`config.mk`:
```
export PLATFORM = sky130hd
export DESIGN_NAME = random_coord
export DESIGN_NICKNAME = d
export VERILOG_FILES = /design/src/rtl/random_coord_pkg.sv /design/src/rtl/random_coord.sv
export SDC_FILE = /design/constraint.sdc
export NUM_CORES = 1
export LEC_CHECK = 0
export ABC_AREA = 1
export BUFFER_PORTS_ARGS = -buffer_cell sky130_fd_sc_hd__buf_4
export CAP_MARGIN = 15
export CORE_ASPECT_RATIO = 0.6
export CORE_MARGIN = 8
export CORE_UTILIZATION = 47
export CTS_BUF_LIST = sky130_fd_sc_hd__clkbuf_4 sky130_fd_sc_hd__clkbuf_8
export DETAILED_ROUTE_END_ITERATION = 12
export PLACE_DENSITY = 0.68
export SLEW_MARGIN = 40
export SYNTH_ARGS = -nofsm -noshare
export SYNTH_HDL_FRONTEND = slang
export SYNTH_SLANG_ARGS = --single-unit
export TNS_END_PERCENT = 10
```
`constraint.sdc`:
```
create_clock -name clk -period 1.9 [get_ports clk]
set_clock_uncertainty 0.2 [all_clocks]
set_input_delay 0.38 -clock clk [delete_from_list [all_inputs] [get_ports clk]]
set_output_delay 0.38 -clock clk [all_outputs]
set_load 0.03 [all_outputs]
```
`src/rtl/random_coord_pkg.sv`:
```
// random_coord_pkg
//   Shared screen geometry, coordinate widths and FSM state encoding for the
//   random coordinate generator. The same values are used by the timing
//   generator, so the visible area is defined in exactly one place.
package random_coord_pkg;

  // Visible raster size; default bounds for generated coordinates.
  localparam int unsigned H_VISIBLE = 640;
  localparam int unsigned V_VISIBLE = 480;

  // Coordinate widths.
  localparam int unsigned X_W = 10;
  localparam int unsigned Y_W = 9;

  // Rejection-sampling FSM states.
  typedef enum logic [2:0] {
    ST_X_LO = 3'd0,  // sample low byte of x candidate
    ST_X_HI = 3'd1,  // sample high bits of x candidate, test bound
    ST_Y_LO = 3'd2,  // sample low byte of y candidate
    ST_Y_HI = 3'd3,  // sample high bit of y candidate, test bound
    ST_HOLD = 3'd4   // present coordinate until consumed
  } state_e;

endpackage

```
`src/rtl/random_coord.sv`:
```
// random_coord
//   Turns the free-running 8-bit LFSR byte stream into uniformly distributed
//   pixel coordinates by rejection sampling. Only one byte every STRIDE cycles
//   is consumed, so successive consumed bytes share no LFSR bits.
//
// Ports
//   clk        in   system clock, rising edge
//   rst        in   synchronous active-high reset
//   random     in   [7:0] LFSR output, changes every cycle
//   ready      in   consumer accepts when ready && valid
//   valid      out  x/y hold an accepted coordinate
//   x          out  [X_W-1:0] horizontal coordinate, 0..H_MAX-1
//   y          out  [Y_W-1:0] vertical coordinate, 0..V_MAX-1
//   reject_cnt out  [7:0] saturating count of rejected candidates
module random_coord
  import random_coord_pkg::*;
#(
  parameter int unsigned H_MAX  = H_VISIBLE,  // exclusive bound, <= 1024
  parameter int unsigned V_MAX  = V_VISIBLE,  // exclusive bound, <= 512
  parameter int unsigned STRIDE = 8           // 1..255
) (
  input  logic           clk,
  input  logic           rst,
  input  logic [7:0]     random,
  input  logic           ready,
  output logic           valid,
  output logic [X_W-1:0] x,
  output logic [Y_W-1:0] y,
  output logic [7:0]     reject_cnt
);

  localparam logic [7:0] STRIDE_LAST = 8'(STRIDE - 1);

  state_e         state_q, state_d;
  logic [7:0]     stride_q, stride_d;
  logic [7:0]     xbuf_q, xbuf_d;
  logic [7:0]     ybuf_q, ybuf_d;
  logic [X_W-1:0] x_q, x_d;
  logic [Y_W-1:0] y_q, y_d;
  logic           valid_q, valid_d;
  logic [7:0]     rej_q, rej_d;

  logic           tick;
  logic           rej_inc;
  logic [X_W-1:0] x_cand;
  logic [Y_W-1:0] y_cand;

  // Candidates combine the buffered low byte with the low bits of the current
  // sample; the remaining high bits of the current sample are discarded.
  assign x_cand = {random[1:0], xbuf_q};
  assign y_cand = {random[0], ybuf_q};

  // The stride counter is parked in HOLD, so no tick can occur there.
  assign tick = (state_q != ST_HOLD) && (stride_q == STRIDE_LAST);

  always_comb begin
    state_d  = state_q;
    stride_d = stride_q;
    xbuf_d   = xbuf_q;
    ybuf_d   = ybuf_q;
    x_d      = x_q;
    y_d      = y_q;
    valid_d  = valid_q;
    rej_d    = rej_q;
    rej_inc  = 1'b0;

    if (state_q == ST_HOLD) begin
      stride_d = 8'd0;
    end else if (tick) begin
      stride_d = 8'd0;
    end else begin
      stride_d = 8'(stride_q + 8'd1);
    end

    case (state_q)
      ST_X_LO: begin
        if (tick) begin
          xbuf_d  = random;
          state_d = ST_X_HI;
        end
      end
      ST_X_HI: begin
        if (tick) begin
          // Zero-extended compare so H_MAX=1024 accepts every candidate.
          if (32'(x_cand) < H_MAX) begin
            x_d     = x_cand;
            state_d = ST_Y_LO;
          end else begin
            rej_inc = 1'b1;
            state_d = ST_X_LO;
          end
        end
      end
      ST_Y_LO: begin
        if (tick) begin
          ybuf_d  = random;
          state_d = ST_Y_HI;
        end
      end
      ST_Y_HI: begin
        if (tick) begin
          // A y rejection redraws only y; the accepted x is kept.
          if (32'(y_cand) < V_MAX) begin
            y_d     = y_cand;
            valid_d = 1'b1;
            state_d = ST_HOLD;
          end else begin
            rej_inc = 1'b1;
            state_d = ST_Y_LO;
          end
        end
      end
      ST_HOLD: begin
        if (valid_q && ready) begin
          valid_d = 1'b0;
          state_d = ST_X_LO;
        end
      end
      default: begin
        valid_d = 1'b0;
        state_d = ST_X_LO;
      end
    endcase

    if (rej_inc && (rej_q != 8'hFF)) begin
      rej_d = 8'(rej_q + 8'd1);
    end
  end

  always_ff @(posedge clk) begin
    if (rst) begin
      state_q  <= ST_X_LO;
      stride_q <= 8'd0;
      xbuf_q   <= 8'd0;
      ybuf_q   <= 8'd0;
      x_q      <= '0;
      y_q      <= '0;
      valid_q  <= 1'b0;
      rej_q    <= 8'd0;
    end else begin
      state_q  <= state_d;
      stride_q <= stride_d;
      xbuf_q   <= xbuf_d;
      ybuf_q   <= ybuf_d;
      x_q      <= x_d;
      y_q      <= y_d;
      valid_q  <= valid_d;
      rej_q    <= rej_d;
    end
  end

  assign valid      = valid_q;
  assign x          = x_q;
  assign y          = y_q;
  assign reject_cnt = rej_q;

endmodule

```
==> flow_summary.toml, run 1 <==
[outcome]
status = "completed"

[routing]
postRouteAntennaNets = 0
drc = 0
drt_pass1_iterations = 4
wire_per_inst_um = 11.8
wl_um = 5080
viasPerCell = 4.82
dr.first_iter.drc_count = 71
vias = 2071

[setup_path]
r2r-start = "state_q[0]"
r2r_end = "x[2]"
cp.required_ns = 1.92
endpoint_kind = "flop"
ff2ff_path_depth = 7
start_kind = "flop"
crit_type = "flop to flop"
cp_data_arrival_time_ns = 1.78
rrSetupSlack_ns = 0.15
worst-path-max-fanout = 20
critPathLaunch = "state_q[0]"

[timing]
timing.final.crit_share = 0.922
rsz0062_at_grt = "false"
worst_slew_pin_slew_ns = 0.432
min_period_ns = 1.75
hold_viol = 0
slew_viol_final = 0
setup_viol = 0
finalSetupTns_ns = 0
slew-limit-headroom = 0.711
fmax_mhz = 571

[pwr]
p_sw_frac = 0.248
pwr-share-comb = 0.043
total_leakage_power_nw = 1.19
switching_power_w = 0.000484
ir_drop_mv = 0.316
total_power_w = 0.00196
clkPwrFrac = 0.359
p_per_area_nw_per_um2 = 675
p_seq_frac = 0.597
internal_power_w = 0.00147

[floorplan]
ioPinCount = 39
die-area_um2 = 7710
rows = 20
die_w_um = 108
die_h_um = 71.3
core_area_um2 = 4980
floorplan.initialDensity = 0.481

[cells_and_area]
multi_input_area_um2 = 1120
area_growth_pct = 21.0
final_cell_mix = "56 x nor2_1, 54 x dfxtp_1, 45 x buf_4"
fin_nets = 376
fin_area_um2 = 2900
drive_gt1_frac = 0.206
nFillCells = 512
register_area_um2 = 1100
n_antenna_cell = 0
mostFrequentLayoutCell = "nor2_1"

[synthesis]
ys_ff_latch = 55
synth_fp_nets = 334
syn_area_um2 = 2390
synthCells = 321
ys_seq_area_frac = 0.460
ys_warn_count = 0
synth_edf_count = 0
syn_area_per_cell_um2 = 7.46
synthFlopType = "dfxtp_1"
yosysUniqueCellTypes = 30
async_flop_share = 0

[flow_run]
maxCapViolations = 0

[global_route]
overflow = 0
grt_pass1_vias = 1896
track_usage = 0.133
grt_pass1_wl_um = 8510
grt_start_max_net_pins = 26
antenna_found_initial = 0

[placed_design]
io_buffers = 38
dp_hpwl_um = 3780
gp_congestion = 0.852
dpl_cell_area_um2 = 2750

[clock_tree]
htreeDepth = 2
cts_tree = "built"
cts_num_sinks = 55
clkTransAtPathRegs_ns = 0.11
cts_root_buf = "clkbuf_8"
cts_hold_buffers = 0
clk_latency_ns = 0.32
cts_max_path_buffers = 2
cts_buffers = 5

[hold_path]
whs_path_depth = 2
hold_class = "input pin to flop"
min_delay_worst_endpoint = "reject_cnt[1]"
min_from = "rst"
sequential cells by signal, indices dropped and copies added, names as in the netlist:
register    count
xbuf_q          8
state_q         3
valid           1
ybuf_q          8
stride_q        8
reject_cnt      8
x              10
y               9
logic make-up after synthesis:
logic type / count (synthesis) / synth area share
compound gates: 72 / 0.154
xor+xnor: 4 / 0.0146
fa+ha+maj: 2 / 0.0104
buf+inv: 51 / 0.0914
flops: 55 / 0.460
simple gates: 137 / 0.270
power by group through the flow:
stage / registers [W] / logic (W) / clock network, W
finish: 0.00117 / 0.0000846 / 0.000703
detailed placement: 0.00119 / 0.0000808 / 0
global placement: 0.00119 / 0.0000805 / 0
CTS: 0.00117 / 0.0000813 / 0.000727
global route: 0.00117 / 0.0000955 / 0.000769
floorplan: 0.00119 / 0.0000469 / 0
what timing repair did:
item / CTS / global route
buffers inserted: 0 / 0
pin swaps: 0 / 2
resized for setup: 1 / 12
gates cloned: 0 / 0
endpoints found under the setup margin: 6 / 35
Yosys cell counts, types with 2 or more instances:
cell	instances	area, um2
a21oi_1	33	165
buf_2	4	20.0
buf_6	3	33.8
clkbuf_1	3	11.3
dfxtp_1	55	1100
ha_1	2	25.0
inv_1	38	143
inv_2	2	7.51
nand2_1	39	146
nand2_2	3	18.8
nand3_1	12	60.1
nand4_1	7	43.8
nor2_1	57	214
nor2_2	2	12.5
nor2_4	2	22.5
nor3_1	6	30.0
nor3b_1	2	15.0
o21ai_0	26	130
o21ai_1	11	55.1
xor2_1	4	35.0
layer usage:
layer  wire, um  GRT usage  up-vias
met5          0          0        -
met4         13     0.0505        0
met3        380     0.0457        2
met2       2040      0.194       46
met1       2640      0.177      906
li1           -          -     1117
area by class of cell:
type / count / share of cell area
multi-input combinational: 215 / 0.388
sequential: 55 / 0.380
timing repair buffer: 45 / 0.117
inverter: 41 / 0.0531
tap: 66 / 0.0285
clock buffer: 5 / 0.0237
clock inverter: 3 / 0.00950
worst max-delay path, cell delays in order (launching register included):
cell	delay, ns
dfxtp_1	0.43
inv_2	0.09
nor3_2	0.17
inv_1	0.06
nor2_1	0.34
nand2_8	0.15
o21ai_1	0.15
a21oi_1	0.05
worst max path at each step:
stage | cells after the start | endpoint | slack, ns
3_5_place_dp | 8 | x[2] | -0.01
5_1_grt | 7 | x[9] | 0.002
6_report | 7 | x[2] | 0.15
2_1_floorplan | 7 | reject_cnt[0] | 0.06
4_1_cts | 8 | y[1] | 0.06
3_3_place_gp | 8 | x[8] | 0.06
through the flow:
step	hold slack, ns	utilization	instances	setup WS [ns]
floorplan	0.218	-	321	0.0628
global placement	0.228	0.552	422	0.0634
detailed placement	0.235	0.552	422	-0.0117
CTS	0.0882	0.573	430	0.0620
global route	0.0939	0.582	430	0.00228
finish	0.0975	0.582	430	0.148
Power figures use the tool's default switching activity.
==> run 2: changes to the inputs <==
--- a/config.mk
+++ b/config.mk
@@ -6,7 +6,7 @@
 export NUM_CORES = 1
 export LEC_CHECK = 0
 export ABC_AREA = 1
-export BUFFER_PORTS_ARGS = -buffer_cell sky130_fd_sc_hd__buf_4
+export BUFFER_PORTS_ARGS = -buffer_cell sky130_fd_sc_hd__buf_2
 export CAP_MARGIN = 15
 export CORE_ASPECT_RATIO = 0.6
 export CORE_MARGIN = 8
==> flow_summary.toml, run 2 (synthesized netlist as in run 1, its figures left out) <==
[cells_and_area]
utilization = 0.555
area_growth_pct = 15.5
n_antenna_cell = 0
drive_gt1_frac = 0.195
largest_reg_flops = 10
mostFrequentLayoutCell = "nor2_1"
fin_nets = 376
final_cell_mix = "57 x nor2_1, 55 x dfxtp_1, 39 x nand2_1"
stdcell_count = 430

[pwr]
p_per_area_nw_per_um2 = 694
total_power_w = 0.00192
total_leakage_power_nw = 1.23
ir_drop_mv = 0.350

[clock_tree]
cts_buffers = 5
cts_hold_buffers = 0
cts_tree = "built"
cts_num_sinks = 55
clk_latency_ns = 0.31
clkTransAtPathRegs_ns = 0.10
cts_root_buf = "clkbuf_8"
htreeDepth = 2
post_cts_buffers = 0
cts_max_path_buffers = 2

[floorplan]
die_h_um = 71.3
floorplan.initialDensity = 0.481
die_w_um = 108
ioPinCount = 39
rows = 20
core_area_um2 = 4980
die-area_um2 = 7710

[global_route]
overflow = 0
grt_pass1_vias = 1922
grt_start_max_net_pins = 24
antenna_found_initial = 0
track_usage = 0.134
grt_pass1_wl_um = 8560

[timing]
setup_viol = 0
fmax_mhz = 562
slew_viol_final = 0
slew-limit-headroom = 0.702
min_period_ns = 1.78
layout_setup_ws_ns = 0.122
hold_viol = 0
timing.final.crit_share = 0.936
worst_slew_pin_slew_ns = 0.446
rsz0062_at_grt = "true"
whs_ns = 0.114

[hold_path]
hold_class = "input pin to flop"
min_from = "random[4]"
whs_path_depth = 3
min_delay_worst_endpoint = "ybuf_q[4]"

[setup_path]
worst-path-max-fanout = 8
rrSetupSlack_ns = 0.12
cp_slowest_stage_delay_ns = 0.42
cp.required_ns = 1.91
cp_data_arrival_time_ns = 1.79
r2r_end = "reject_cnt[0]"
start_kind = "flop"
cp_common_cell = "nand2_1"
cp_slowest_cell = "dfxtp_1"
r2r-start = "reject_cnt[1]"
path_cells = "ha_1, nand2_1, nor2_1, nand4_4, nand3_1, nand2_1, nor3b_2"
ff2ff_path_depth = 7
endpoint_kind = "flop"
crit_type = "flop to flop"

[placed_design]
place_inst = 422
io_buffers = 38
pre_cts_slack_ns = -0.00445
gp_congestion = 0.866
dp_hpwl_um = 3770

[routing]
wl_um = 5020
vias = 2125
viasPerCell = 4.94
drc = 0
dr.first_iter.drc_count = 105
wire_per_inst_um = 11.7
drt_pass1_iterations = 4
postRouteAntennaNets = 0

[flow_run]
maxCapViolations = 0

[outcome]
status = "completed"
[run 2: changes by cell type in the layout (fill, tap and decap cells not counted), moves of 2 or more]
| cell | previous run | this run |
|---|---|---|
| buf_2 | 0 | 38 |
| buf_4 | 45 | 7 |
| nand2_4 | 0 | 2 |
| nand2_8 | 2 | 0 |
[run 2: worst max-delay path: cells and delay by family, from the launching register on]
kind / cells / cell delay [ns]
adders and majority gates: 1 / 0.21
and+or+nand+nor: 6 / 0.85
DFF: 1 / 0.42
[run 2: metrics by stage]
step | cell area [um2] | setup TNS (ns)
floorplan | 2390 | 0
global placement | 2660 | 0
detailed placement | 2660 | -0.00445
CTS | 2750 | 0
global route | 2770 | -0.00198
finish | 2770 | 0
[run 2: worst max path at each step]
stage / to / startpoint / cells past startpoint / slack (ns)
2_1_floorplan: reject_cnt[0] / reject_cnt[1] / 7 / 0.06
3_3_place_gp: x[8] / stride_q[0] / 8 / 0.06
3_5_place_dp: x[8] / stride_q[0] / 8 / -0.004
4_1_cts: y[1] / stride_q[0] / 8 / 0.07
5_1_grt: reject_cnt[1] / stride_q[0] / 8 / -0.002
6_report: reject_cnt[0] / reject_cnt[1] / 7 / 0.12
[run 2: timing repair]
item,4_1_cts,5_1_grt
setup endpoints to repair,1,19
gates cloned,0,0
gates resized for setup,1,4
pin swaps,0,0
[run 2: cell type report]
| cell class | instances | area [um2] |
|---|---|---|
| Multi-Input combinational cell | 215 | 1090 |
| Inverter | 41 | 154 |
| Clock inverter | 3 | 25.0 |
| Clock buffer | 5 | 68.8 |
| Timing Repair Buffer | 45 | 243 |
| Sequential cell | 55 | 1100 |
| Fill cell | 497 | 2210 |
| Tap cell | 66 | 82.6 |
[run 2: metal layers]
metal  vias to the layer above  wire length (um)  global-route usage
li1                       1124                 -                   -
met1                       955              2690               0.186
met2                        41              1990               0.194
met3                         5               298              0.0394
met4                         0                38              0.0413
met5                         -                 0                   0
[run 2: power by group]
part           internal [W]  leakage [nW]  switching (W)
sequential          0.00116         0.443     0.00000610
clock              0.000270        0.0452       0.000407
combinational     0.0000288         0.737      0.0000471
total               0.00146          1.23       0.000460
==> run 3: changes to the inputs <==
--- a/config.mk
+++ b/config.mk
@@ -10,10 +10,10 @@
 export CAP_MARGIN = 15
 export CORE_ASPECT_RATIO = 0.6
 export CORE_MARGIN = 8
-export CORE_UTILIZATION = 47
+export CORE_UTILIZATION = 45
 export CTS_BUF_LIST = sky130_fd_sc_hd__clkbuf_4 sky130_fd_sc_hd__clkbuf_8
 export DETAILED_ROUTE_END_ITERATION = 12
-export PLACE_DENSITY = 0.68
+export PLACE_DENSITY = 0.66
 export SLEW_MARGIN = 40
 export SYNTH_ARGS = -nofsm -noshare
 export SYNTH_HDL_FRONTEND = slang
==> flow_summary.toml, run 3 (synthesized netlist as in run 1, its figures left out) <==
[routing]
viasPerCell = 4.89
postRouteAntennaNets = 0
drc = 0
dr.first_iter.drc_count = 127
wl_um = 5080
vias = 2112
drt_pass1_iterations = 5
wire_per_inst_um = 11.8

[pwr]
total_leakage_power_nw = 1.23
ir_drop_mv = 0.378
p_per_area_nw_per_um2 = 689

[setup_path]
cp_slowest_stage_delay_ns = 0.35
endpoint_kind = "flop"
cp_common_cell = "nor2_1"
r2r_end = "xbuf_q[4]"
start_kind = "flop"
cp_slowest_cell = "dfxtp_2"
path_depth = 8
worst-path-max-fanout = 9
crit_end = "xbuf_q[4]"
crit_family = "simple AND/OR/NAND/NOR gates"
crit_type = "flop to flop"
ff2ff_path_depth = 8
r2r-start = "stride_q[0]"
crit_buf_inv = 2
rrSetupSlack_ns = 0.13
path_cells = "ha_4, nand3_1, nor2_2, nand2_1, clkinvlp_4, buf_4, nor2_1, nor2_1"
critPathLaunch = "stride_q[0]"
cp_data_arrival_time_ns = 1.78
cp.required_ns = 1.91

[clock_tree]
htreeDepth = 2
cts_max_path_buffers = 2
cts_tree = "built"
cts_buffers = 5
cts_num_sinks = 55
cts_root_buf = "clkbuf_8"
clk_latency_ns = 0.31
clkTransAtPathRegs_ns = 0.10

[cells_and_area]
mostFrequentLayoutCell = "nor2_1"
fin_nets = 378
area_growth_pct = 16.8
n_antenna_cell = 0
drive_gt1_frac = 0.205
final_cell_mix = "57 x nor2_1, 54 x dfxtp_1, 39 x nand2_1"
largest_reg_flops = 10

[floorplan]
rows = 20
floorplan.initialDensity = 0.469
core_area_um2 = 5100
die_w_um = 110
die-area_um2 = 7990
die_h_um = 72.5
ioPinCount = 39

[global_route]
antenna_found_initial = 0
track_usage = 0.134
grt_start_max_net_pins = 25
overflow = 0
grt_pass1_wl_um = 8680
grt_pass1_vias = 1904

[hold_path]
hold_class = "input pin to flop"

[timing]
timing.final.crit_share = 0.929
slew-limit-headroom = 0.651
min_period_ns = 1.77
slew_viol_final = 0
layout_setup_ws_ns = 0.134
worst_slew_pin_slew_ns = 0.521
hold_viol = 0
whs_ns = 0.111
setup_viol = 0
rsz0062_at_grt = "false"
fmax_mhz = 566

[outcome]
status = "completed"

[flow_run]
maxCapViolations = 0

[placed_design]
dp_hpwl_um = 3760
gp_congestion = 0.912
pre_cts_slack_ns = -0.0152
io_buffers = 38
[run 3: what timing repair did]
action	in CTS	in global routing
pin swaps	0	1
endpoints found under the setup margin	10	39
hold buffers	0	0
setup buffers	0	2
gates resized for setup	1	6
[run 3: routing by layer]
layer  wire (um)  global-route usage
met1        2580               0.188
met2        2010               0.192
met3         442              0.0407
met4          50              0.0352
met5           0                   0
[run 3: worst min-delay path by stage]
stage           startpoint          end  slack [ns]  cells after the start
6_report         random[2]    ybuf_q[2]        0.11                      3
5_1_grt          random[5]    ybuf_q[5]        0.12                      3
4_1_cts          random[2]    ybuf_q[2]         0.1                      3
3_5_place_dp          y[1]         y[1]        0.23                      2
3_3_place_gp          x[3]         x[3]        0.23                      2
2_1_floorplan  stride_q[0]  stride_q[0]        0.22                      1
[run 3: power breakdown]
part	switching, W	internal, W
logic	0.0000474	0.0000292
registers	0.00000862	0.00116
clock network	0.000384	0.000299
total	0.000440	0.00149
[run 3: through the flow]
stage	std cells	utilization	TNS, ns	power [W]	instance area [um2]
CTS	430	0.540	0	0.00195	2760
global route	432	0.548	0	0.00201	2800
floorplan	321	-	0	0.00124	2390
finish	432	0.548	0	0.00193	2800
detailed placement	422	0.520	-0.0193	0.00127	2660
global placement	422	0.520	0	0.00126	2660
[run 3: tightest hold or removal path, stage by stage]
cell and delay [ns]:
buf_2 0.09, nor2_1 0.04, nor2_1 0.08
[run 3: layout make-up]
cell class              instances  area, um2
clock buffers                   6       82.6
clock inverters                 2       13.8
fillers                       486       2310
inverters                      41        158
multi-input cells             215       1100
flip-flops and latches         55       1100
well taps                      66       82.6
repair buffers                 47        258
